**config.mk**
```make
export PLATFORM = sky130hd
export DESIGN_NAME = lbp_window_sched_flat
export DESIGN_NICKNAME = d
export VERILOG_FILES = /design/src/rtl/lbp_pkg.sv /design/src/rtl/lbp_window_sched_if.sv /design/src/rtl/lbp_pos_cnt.sv /design/src/rtl/lbp_window_sched.sv /design/src/flat_wrapper.sv
export SDC_FILE = /design/constraint.sdc
export NUM_CORES = 1
export LEC_CHECK = 0
export ABC_CLOCK_PERIOD_IN_PS = 2600
export BUFFER_PORTS_ARGS = -buffer_cell sky130_fd_sc_hd__buf_2
export CAP_MARGIN = 20
export CORE_ASPECT_RATIO = 1.5
export CORE_MARGIN = 3
export CORE_UTILIZATION = 49
export CTS_CLUSTER_SIZE = 14
export DETAILED_ROUTE_END_ITERATION = 10
export PLACE_DENSITY = 0.83
export SYNTH_ARGS = -nofsm -noshare
export SYNTH_HDL_FRONTEND = slang
export SYNTH_SLANG_ARGS = --single-unit
```
**constraint.sdc**
```tcl
create_clock -name clk -period 2.6 [get_ports clk]
set_input_delay 0.52 -clock clk [delete_from_list [all_inputs] [get_ports clk]]
set_output_delay 0.52 -clock clk [all_outputs]
set_load 0.02 [all_outputs]
```
**src/rtl/lbp_pkg.sv**
```systemverilog
// Shared types and constants for the LBP sliding-window scheduler.
package lbp_pkg;

   localparam int IMG_DIM_DEFAULT = 128;
   localparam int AW_DEFAULT      = 14;

   // Border constants: centre pixels run FIRST..LAST on both axes.
   localparam int FIRST = 1;
   localparam int LAST  = IMG_DIM_DEFAULT - 2;

   typedef enum logic [2:0] {
      IDLE    = 3'd0,
      PRIME   = 3'd1,
      FETCH   = 3'd2,
      COMPUTE = 3'd3,
      WRITE   = 3'd4,
      FINISH  = 3'd5
   } state_t;

endpackage

```
**src/rtl/lbp_window_sched_if.sv**
```systemverilog
// Bundle between the scheduler, the gray-image memory port and the LBP datapath.
//
// Handshake semantics: gray_ready is a level qualifier sampled only while the
// scheduler is idle. gray_req, row_wr, col_shift, compute_en and lbp_valid are
// single-cycle strobes with no back-pressure; gray_data is valid in the same
// cycle as gray_req, and lbp_addr is the write address whenever lbp_valid=1.
interface lbp_window_sched_if
   import lbp_pkg::*;
#(
   parameter int AW = AW_DEFAULT
);
   logic          gray_ready;
   logic [AW-1:0] gray_addr;
   logic          gray_req;
   logic          col_shift;
   logic [2:0]    row_wr;
   logic          compute_en;
   logic [AW-1:0] lbp_addr;
   logic          lbp_valid;
   logic          finish;

   modport master (
      input  gray_ready,
      output gray_addr, gray_req, col_shift, row_wr,
      output compute_en, lbp_addr, lbp_valid, finish
   );

   modport slave (
      output gray_ready,
      input  gray_addr, gray_req, col_shift, row_wr,
      input  compute_en, lbp_addr, lbp_valid, finish
   );
endinterface

```
**src/rtl/lbp_pos_cnt.sv**
```systemverilog
// Centre-pixel position counter: walks x across a row, wraps to the next row,
// and flags the last column and the last pixel of the frame.
module lbp_pos_cnt
   import lbp_pkg::*;
#(
   parameter int IMG_DIM = IMG_DIM_DEFAULT,
   parameter int PW      = $clog2(IMG_DIM)
) (
   input  logic          clk,
   input  logic          reset,
   input  logic          adv,
   output logic [PW-1:0] x,
   output logic [PW-1:0] y,
   output logic          last_col,
   output logic          last_pix
);
   localparam logic [PW-1:0] FIRST_P = PW'(FIRST);
   localparam logic [PW-1:0] LAST_P  = PW'(IMG_DIM - 2);

   assign last_col = (x == LAST_P);
   assign last_pix = last_col && (y == LAST_P);

   // Advance one centre pixel per completed write; hold at the final pixel.
   always_ff @(posedge clk or negedge reset) begin
      if (!reset) begin
         x <= FIRST_P;
         y <= FIRST_P;
      end else if (adv && !last_pix) begin
         if (last_col) begin
            x <= FIRST_P;
            y <= y + PW'(1);
         end else begin
            x <= x + PW'(1);
         end
      end
   end
endmodule

```
**src/rtl/lbp_window_sched.sv**
```systemverilog
// Sliding 3x3 window scheduler: primes 9 reads at each row start, then fetches
// only the new right-hand column per pixel, and sequences compute/write.
module lbp_window_sched
   import lbp_pkg::*;
#(
   parameter int IMG_DIM = IMG_DIM_DEFAULT,
   parameter int AW      = AW_DEFAULT
) (
   input  logic                clk,
   input  logic                reset,
   lbp_window_sched_if.master  bus,
   output state_t              state
);
   localparam int PW = AW / 2;

   logic [1:0]    rcnt;
   logic [1:0]    ccnt;
   logic [PW-1:0] x;
   logic [PW-1:0] y;
   logic          last_col;
   logic          last_pix;

   logic          rd;
   logic [PW-1:0] row_sel;
   logic [PW-1:0] col_sel;
   logic [AW-1:0] gray_addr;
   logic [2:0]    row_wr;

   lbp_pos_cnt #(
      .IMG_DIM (IMG_DIM),
      .PW      (PW)
   ) u_pos (
      .clk      (clk),
      .reset    (reset),
      .adv      (state == WRITE),
      .x        (x),
      .y        (y),
      .last_col (last_col),
      .last_pix (last_pix)
   );

   // Control FSM with window row/column counters; PRIME walks column-major.
   always_ff @(posedge clk or negedge reset) begin
      if (!reset) begin
         state <= IDLE;
         rcnt  <= 2'd0;
         ccnt  <= 2'd0;
      end else begin
         case (state)
            IDLE: begin
               rcnt <= 2'd0;
               ccnt <= 2'd0;
               if (bus.gray_ready) state <= PRIME;
            end
            PRIME: begin
               if (rcnt == 2'd2) begin
                  rcnt <= 2'd0;
                  if (ccnt == 2'd2) begin
                     ccnt  <= 2'd0;
                     state <= COMPUTE;
                  end else begin
                     ccnt <= ccnt + 2'd1;
                  end
               end else begin
                  rcnt <= rcnt + 2'd1;
               end
            end
            FETCH: begin
               if (rcnt == 2'd2) begin
                  rcnt  <= 2'd0;
                  state <= COMPUTE;
               end else begin
                  rcnt <= rcnt + 2'd1;
               end
            end
            COMPUTE: state <= WRITE;
            WRITE: begin
               if (last_pix)      state <= FINISH;
               else if (last_col) state <= PRIME;
               else               state <= FETCH;
            end
            FINISH:  state <= FINISH;
            default: state <= IDLE;
         endcase
      end
   end

   // Read address and window strobes decoded from registered state only.
   always_comb begin
      rd      = (state == PRIME) || (state == FETCH);
      row_sel = y + PW'(rcnt) - PW'(1);
      col_sel = (state == PRIME) ? (x + PW'(ccnt) - PW'(1)) : (x + PW'(1));
      gray_addr = '0;
      row_wr    = 3'b000;
      if (rd) begin
         gray_addr = {row_sel, col_sel};
         row_wr    = 3'b001 << rcnt;
      end
   end

   assign bus.gray_req   = rd;
   assign bus.gray_addr  = gray_addr;
   assign bus.row_wr     = row_wr;
   assign bus.col_shift  = rd && (rcnt == 2'd0);
   assign bus.compute_en = (state == COMPUTE);
   assign bus.lbp_valid  = (state == WRITE);
   assign bus.lbp_addr   = {y, x};
   assign bus.finish     = (state == FINISH);
endmodule

```
**src/flat_wrapper.sv**
```systemverilog
// flat-port wrapper written by rule: the top's interface ports become plain ports
module lbp_window_sched_flat import lbp_pkg::*;
#(
   parameter int IMG_DIM = IMG_DIM_DEFAULT,
   parameter int AW      = AW_DEFAULT
)
  (clk, reset, state, bus_gray_ready, bus_gray_addr, bus_gray_req, bus_col_shift, bus_row_wr, bus_compute_en, bus_lbp_addr, bus_lbp_valid, bus_finish);
  lbp_window_sched_if #(.AW(AW)) bus_i ();
  input  logic clk;
  input  logic reset;
  output state_t state;
  input wire logic [$bits(bus_i.gray_ready)-1:0] bus_gray_ready;
  output wire logic [$bits(bus_i.gray_addr)-1:0] bus_gray_addr;
  output wire logic [$bits(bus_i.gray_req)-1:0] bus_gray_req;
  output wire logic [$bits(bus_i.col_shift)-1:0] bus_col_shift;
  output wire logic [$bits(bus_i.row_wr)-1:0] bus_row_wr;
  output wire logic [$bits(bus_i.compute_en)-1:0] bus_compute_en;
  output wire logic [$bits(bus_i.lbp_addr)-1:0] bus_lbp_addr;
  output wire logic [$bits(bus_i.lbp_valid)-1:0] bus_lbp_valid;
  output wire logic [$bits(bus_i.finish)-1:0] bus_finish;
  assign bus_i.gray_ready = bus_gray_ready;
  assign bus_gray_addr = bus_i.gray_addr;
  assign bus_gray_req = bus_i.gray_req;
  assign bus_col_shift = bus_i.col_shift;
  assign bus_row_wr = bus_i.row_wr;
  assign bus_compute_en = bus_i.compute_en;
  assign bus_lbp_addr = bus_i.lbp_addr;
  assign bus_lbp_valid = bus_i.lbp_valid;
  assign bus_finish = bus_i.finish;
  lbp_window_sched #(.IMG_DIM(IMG_DIM), .AW(AW)) u_core (.clk(clk), .reset(reset), .bus(bus_i), .state(state));
endmodule
```
# ---- After elaboration in Yosys (flattened, before gate mapping)
# Cells that the tools add are included.
# Widths: inputs -> output; s select.
dict set report totals {
  word_cells 56
  out_inout_bits 39
  regBits 21
  in_bits 3
}
dict set report classes {
  addsub 8
  muxes 16
  reduce_logical 13
  n_shift 1
  n_eq_ne 13
}
# op n
set op_table {}
lappend op_table {{$mux 3} 6}
lappend op_table {{$pmux 3 s6} 1}
lappend op_table {{$add 7x1->7 const B} 2}
lappend op_table {{$add 7x2->7} 2}
lappend op_table {{$eq 7x7->1 const B} 2}
lappend op_table {{$mux 14} 1}
lappend op_table {{$mux 7} 2}
lappend op_table {{$sub 7x1->7 const B} 2}
lappend op_table {{$mux 2} 4}
lappend op_table {{$pmux 2 s2} 2}
lappend op_table {{$eq 3x2->1 const B} 2}
lappend op_table {{$eq 3x3->1 const B} 2}
lappend op_table {{$ne 2x1->1 const B} 3}
lappend op_table {{$add 2x1->2 const B} 2}
lappend op_table {{$eq 2x2->1 const B} 2}
lappend op_table {{$reduce_and 2->1} 2}
lappend op_table {{$reduce_and 4->1} 1}
lappend op_table {{$reduce_bool 2->1} 2}
lappend op_table {{$eq 3x1->1 const B} 1}
lappend op_table {{$logic_and 1x1->1} 3}
lappend op_table {{$logic_not 3->1} 1}
lappend op_table {{$shl 1x2->3 const A} 1}
lappend op_table {{$logic_not 2->1} 1}
lappend op_table {{$ne 2x2->1 const B} 1}
lappend op_table {{3 further kinds} 3}

# ---- Depth between registers and ports, before layout
dict set report depth {
  ltp_word 5
  mapped_depth 10
  mapped_depth_nobuf 10
}

# ---- Modules after synthesis
# Synthesis repeated with hierarchy kept, for this count alone.
dict set report unflattened {
  hier_cells 232
  area_unflattened_um2 2003.2
}
# mod instances seq_area_each_um2 cells_each area_per_inst_um2
set by_module_without_submodules {}
lappend by_module_without_submodules {lbp_window_sched 1 175.2 155 1173.6}
lappend by_module_without_submodules {lbp_pos_cnt 1 352.8 77 829.5}

# ---- Least setup slack after synthesis
# OpenSTA, ideal clock, no wires.
dict set report synth_path {
  path_type {register to output}
  startpoint {register u_core.u_pos.y[1]}
  endpoint {output port bus_gray_addr[12]}
  required_time_ns 2.080
  path_slack_ns -0.142
  arrival_time_ns 2.222
  path_buffers 0
  path_stages_with_launch 10
  cell_sequence {dfrtp_1 inv_1 ha_1 inv_1 ha_1 fa_1 a21o_1 a21oi_1 xor2_1 nor2_1}
}
dict set report synth_between {
  elab_chain_cells 3
}
# item line
set synth_rtl {}
lappend synth_rtl {{start, declared} lbp_pos_cnt.sv:13} ;# output logic [PW-1:0] y,
lappend synth_rtl {{start signal, assigned} lbp_pos_cnt.sv:31} ;# y <= y + PW'(1);
lappend synth_rtl {{$add 7x2->7} lbp_window_sched.sv:91} ;# row_sel = y + PW'(rcnt) - PW'(1);
lappend synth_rtl {{$sub 7x1->7} lbp_window_sched.sv:91}
lappend synth_rtl {{$mux 14} lbp_window_sched.sv:95} ;# if (rd) begin
lappend synth_rtl {{end, declared} flat_wrapper.sv:13} ;# output wire logic [$bits(bus_i.gray_addr)-1:0] bus_gray_addr;
# Every way passes these cells.

# ---- Worst setup path in the final report
dict set report layout_path {
  startpoint {register u_core.ccnt[1]}
  endpoint {output port bus_gray_addr[5]}
}
dict set report layout_between {
  elab_chain_cells 4
}
# item line
set layout_rtl {}
lappend layout_rtl {{start, declared} lbp_window_sched.sv:17} ;# logic [1:0] ccnt;
lappend layout_rtl {{start signal, assigned} lbp_window_sched.sv:62} ;# ccnt <= ccnt + 2'd1;
lappend layout_rtl {{$add 7x2->7} lbp_window_sched.sv:92} ;# col_sel = (state == PRIME) ? (x + PW'(ccnt) - PW'(1)) : (x + PW'(1));
lappend layout_rtl {{$sub 7x1->7} lbp_window_sched.sv:92}
lappend layout_rtl {{$mux 7} lbp_window_sched.sv:92}
lappend layout_rtl {{$mux 14} lbp_window_sched.sv:95}
# Every way passes these cells.

==> run metrics <==
Lkg Pwr=0.001226 uW; Pwr per Cell Area=221.0 nW/um2; vias per cell=5.852; Worst Setup Start Kind=flop; clock tree from TritonCTS=built; Clock Tree Buf Depth=2; routability congestion estimate=0.8716; critical path's top delay family=adder cells; worst setup slack for register-to-register paths=0.67 ns; setup repair after global routing missed its margin=yes; wire length of the first global-routing pass=8749 um; root buffer selected by CTS=clkbuf_8; area of all placed cells without fillers=2514 um2; average cell area after synthesis=8.367 um2; width of the die=57.17 um; Max Clock Freq=349.9 MHz; total congestion overflow after global routing=0; length in cells of the worst reg-to-reg path=6; initial core utilization=0.5178; IR drop worst, VDD=207.2 uV; Post-Synthesis Cells=230; die outline area=4730 um2; H-tree levels=1; endpoint of the lowest-slack register-to-register path=u_core.u_pos.x[2]; final worst slack=-0.2581 ns; Period Utilization, post-route=1.099; CTS clk-pin slew, worst paths=0.08 ns; Max Transition Viols Final=0; max-capacitance violation count=0; # port buffers=41; peak per-stage delay on the critical path=0.43 ns; fraction of final layout cells sized beyond drive strength 1=0.3542; standard-cell row count=27; Avg WL per Cell=16.39 um; FF+latch count, synth=21; number of antenna repair diodes=0; crit path cell chain=inv_2, ha_4, inv_4, ha_4, inv_2, fa_2, nor2b_4, o21a_1, or4_4, o311ai_4, buf_6; outcome=complete, but fails checks; slew at the pin closest to its max-slew limit=0.5117 ns; share of synthesized area occupied by flip-flops and latches=0.2744; setup TNS=-0.7969 ns; worst-case headroom to the max-slew limit=0.6566; failing checks=negative setup slack; HPWL after detailed placement=3890 um; type of destination of the critical path=output port; # IOs=42; iteration count of the initial detailed-routing pass=4; data required time of the critical path=2.08 ns; post-detailed-routing wire length=5426 um; P&R area growth vs syn=30.62%; Bufs and invs on worst path=4; prevailing post-synth register cell=dfrtp_1; arrival time of the worst setup path=2.34 ns; via count of the first global-routing pass=1915; total global-route track usage=0.2336; category of the most critical setup path=flop to output port; Setup Viol. Count Final=5; number of failing hold endpoints at the final stage=0; Post-Place Setup Slack=-0.1132 ns; number of warnings reported in the yosys synthesis log=0; post-place instance area=2286 um2; pin count of the biggest net entering global routing=22; Critical R2R Launch=u_core.u_pos.x[2]; final period demand of the worst path=2.858 ns; DRC violation count after routing=0; post-synthesis cell area=1924 um2; floorplan die height=82.75 um; unique cell type count in the Yosys netlist=50; worst-path fanout max=2; post-route antenna net violation count=0; syn nets=259; number of buffers created by CTS=3; number of violations reported at the end of detailed-routing iteration 0=106; number of enable flip-flop cells after synthesis=0; nets=318; initial antenna violation count=0; clock latency reported for the late side of the worst-skew pair=0.26 ns; proportion of register bits with asynchronous set or reset after synthesis=1.000; worst setup skew after layout=0.002450 ns; clk sink count=21; critical path's slowest cell=or4_4; min-delay worst type=input pin to async pin; number of vias after detailed routing=1937; CORE AREA=3716 um2
-- state kept, by name (all words and copies together), names as in the netlist --
signal / cells
u_core.u_pos.x: 7
u_core.rcnt: 2
u_core.state: 3
u_core.u_pos.y: 7
u_core.ccnt: 2
-- per-stage QoR --
stage | cells | utilization | hold WS, ns | total power [uW]
floorplan | 230 | - | 0.2244 | 332.9
global placement | 323 | 0.6152 | 0.5108 | 341.0
detailed placement | 323 | 0.6152 | 0.5175 | 341.2
CTS | 328 | 0.6545 | 0.2337 | 559.3
global route | 331 | 0.6764 | 0.2547 | 573.0
finish | 331 | 0.6764 | 0.2092 | 555.6
-- synth_stat cells (2+ instances only) --
| library cell | instances | share of area |
|---|---|---|
| inv_1 | 25 | 0.049 |
| ha_1 | 24 | 0.16 |
| nand2_1 | 21 | 0.041 |
| dfrtp_1 | 19 | 0.25 |
| nor2_1 | 18 | 0.035 |
| o21ai_0 | 13 | 0.034 |
| xnor2_1 | 11 | 0.050 |
| a21oi_1 | 9 | 0.023 |
| nand4_1 | 8 | 0.026 |
| nand3_1 | 7 | 0.018 |
| nor3_1 | 5 | 0.013 |
| xor2_1 | 5 | 0.023 |
| buf_2 | 4 | 0.010 |
| a21o_1 | 3 | 0.012 |
| clkbuf_1 | 3 | 0.0059 |
| nand2b_1 | 3 | 0.0098 |
| nor4_1 | 3 | 0.0098 |
| o21bai_1 | 3 | 0.012 |
| a221o_1 | 2 | 0.010 |
| a22o_1 | 2 | 0.0091 |
| and2_1 | 2 | 0.0065 |
| and2b_1 | 2 | 0.0078 |
| and4_1 | 2 | 0.0091 |
| buf_4 | 2 | 0.0078 |
| dfstp_2 | 2 | 0.027 |
| fa_1 | 2 | 0.021 |
| nor2b_1 | 2 | 0.0065 |
| o211ai_1 | 2 | 0.0078 |
| o311ai_0 | 2 | 0.0091 |
| o31a_1 | 2 | 0.0091 |
| or3_1 | 2 | 0.0065 |
| or4_1 | 2 | 0.0078 |
-- report_power, final --
group	leakage (uW)	switching (uW)	internal (uW)
sequential	0.000269	0	326
combinational	0.000932	6.66	1.07
clock	0.0000255	115	107
total	0.00123	121	434
-- placed cells by master (no fill, tap or decap), drive strengths merged, types with 3 or more instances in the layout --
master and n:
a21o 3, a21oi 9, buf 64, clkbuf 3, dfrtp 19, ha 24, inv 25, nand2 21
nand2b 3, nand3 7, nand4 8, nor2 18, nor3 5, nor4 3, o21ai 15, o21bai 3
o311ai 3, xnor2 11, xor2 5
-- worst reg2reg max path: cells and delay by family (launching register included) --
| kind | cells | cell delay (ns) |
|---|---|---|
| DFF | 1 | 0.37 |
| buffers and inverters | 1 | 0.19 |
| and+or+nand+nor | 1 | 0.24 |
| adders and majority gates | 1 | 0.25 |
| AOI/OAI and AO/OA | 3 | 0.82 |
-- layout make-up --
class | count | area (um2)
clock buffers | 3 | 41.29
clock inverters | 1 | 5.005
fillers | 308 | 1202
inverters | 26 | 100.1
multi-input cells | 173 | 1378
flip-flops and latches | 21 | 530.5
well taps | 43 | 53.80
repair buffers | 64 | 405.4
-- kinds of logic after synthesis --
family | after synthesis | synth area share
AO/OA/AOI/OAI | 50 | 0.1801
adder cells (fa/ha/maj) | 26 | 0.1769
buffers and inverters | 36 | 0.07737
flip-flops | 21 | 0.2744
XOR/XNOR | 16 | 0.07282
multiplexers | 1 | 0.005202
AND/OR/NAND/NOR | 80 | 0.2133
-- routing by layer --
metal,track usage,vias to the layer above,wire [um]
met5,0,-,0
met4,0.1090,0,161
met3,0.02022,17,267
met2,0.4439,66,2919
met1,0.2591,932,2078
li1,-,922,-
-- how the worst max path moves through the flow --
stage,start,endpoint,depth (start not counted)
2_1_floorplan,u_core.u_pos.y[1],bus_gray_addr[12],9
3_5_place_dp,u_core.u_pos.x[0],bus_gray_addr[5],11
3_3_place_gp,u_core.u_pos.x[1],bus_gray_addr[5],11
5_1_grt,u_core.ccnt[1],bus_gray_addr[5],11
4_1_cts,u_core.u_pos.x[0],bus_gray_addr[3],10
6_report,u_core.ccnt[1],bus_gray_addr[5],11
-- timing repair --
action,in CTS,in global routing
pin swaps,14,7
setup endpoints to repair,6,9
hold buffers,0,0
hold endpoints to repair,0,0
buffers inserted,1,3
gates resized for setup,28,15
cloned,0,0
Power figures use the tool's default switching activity.
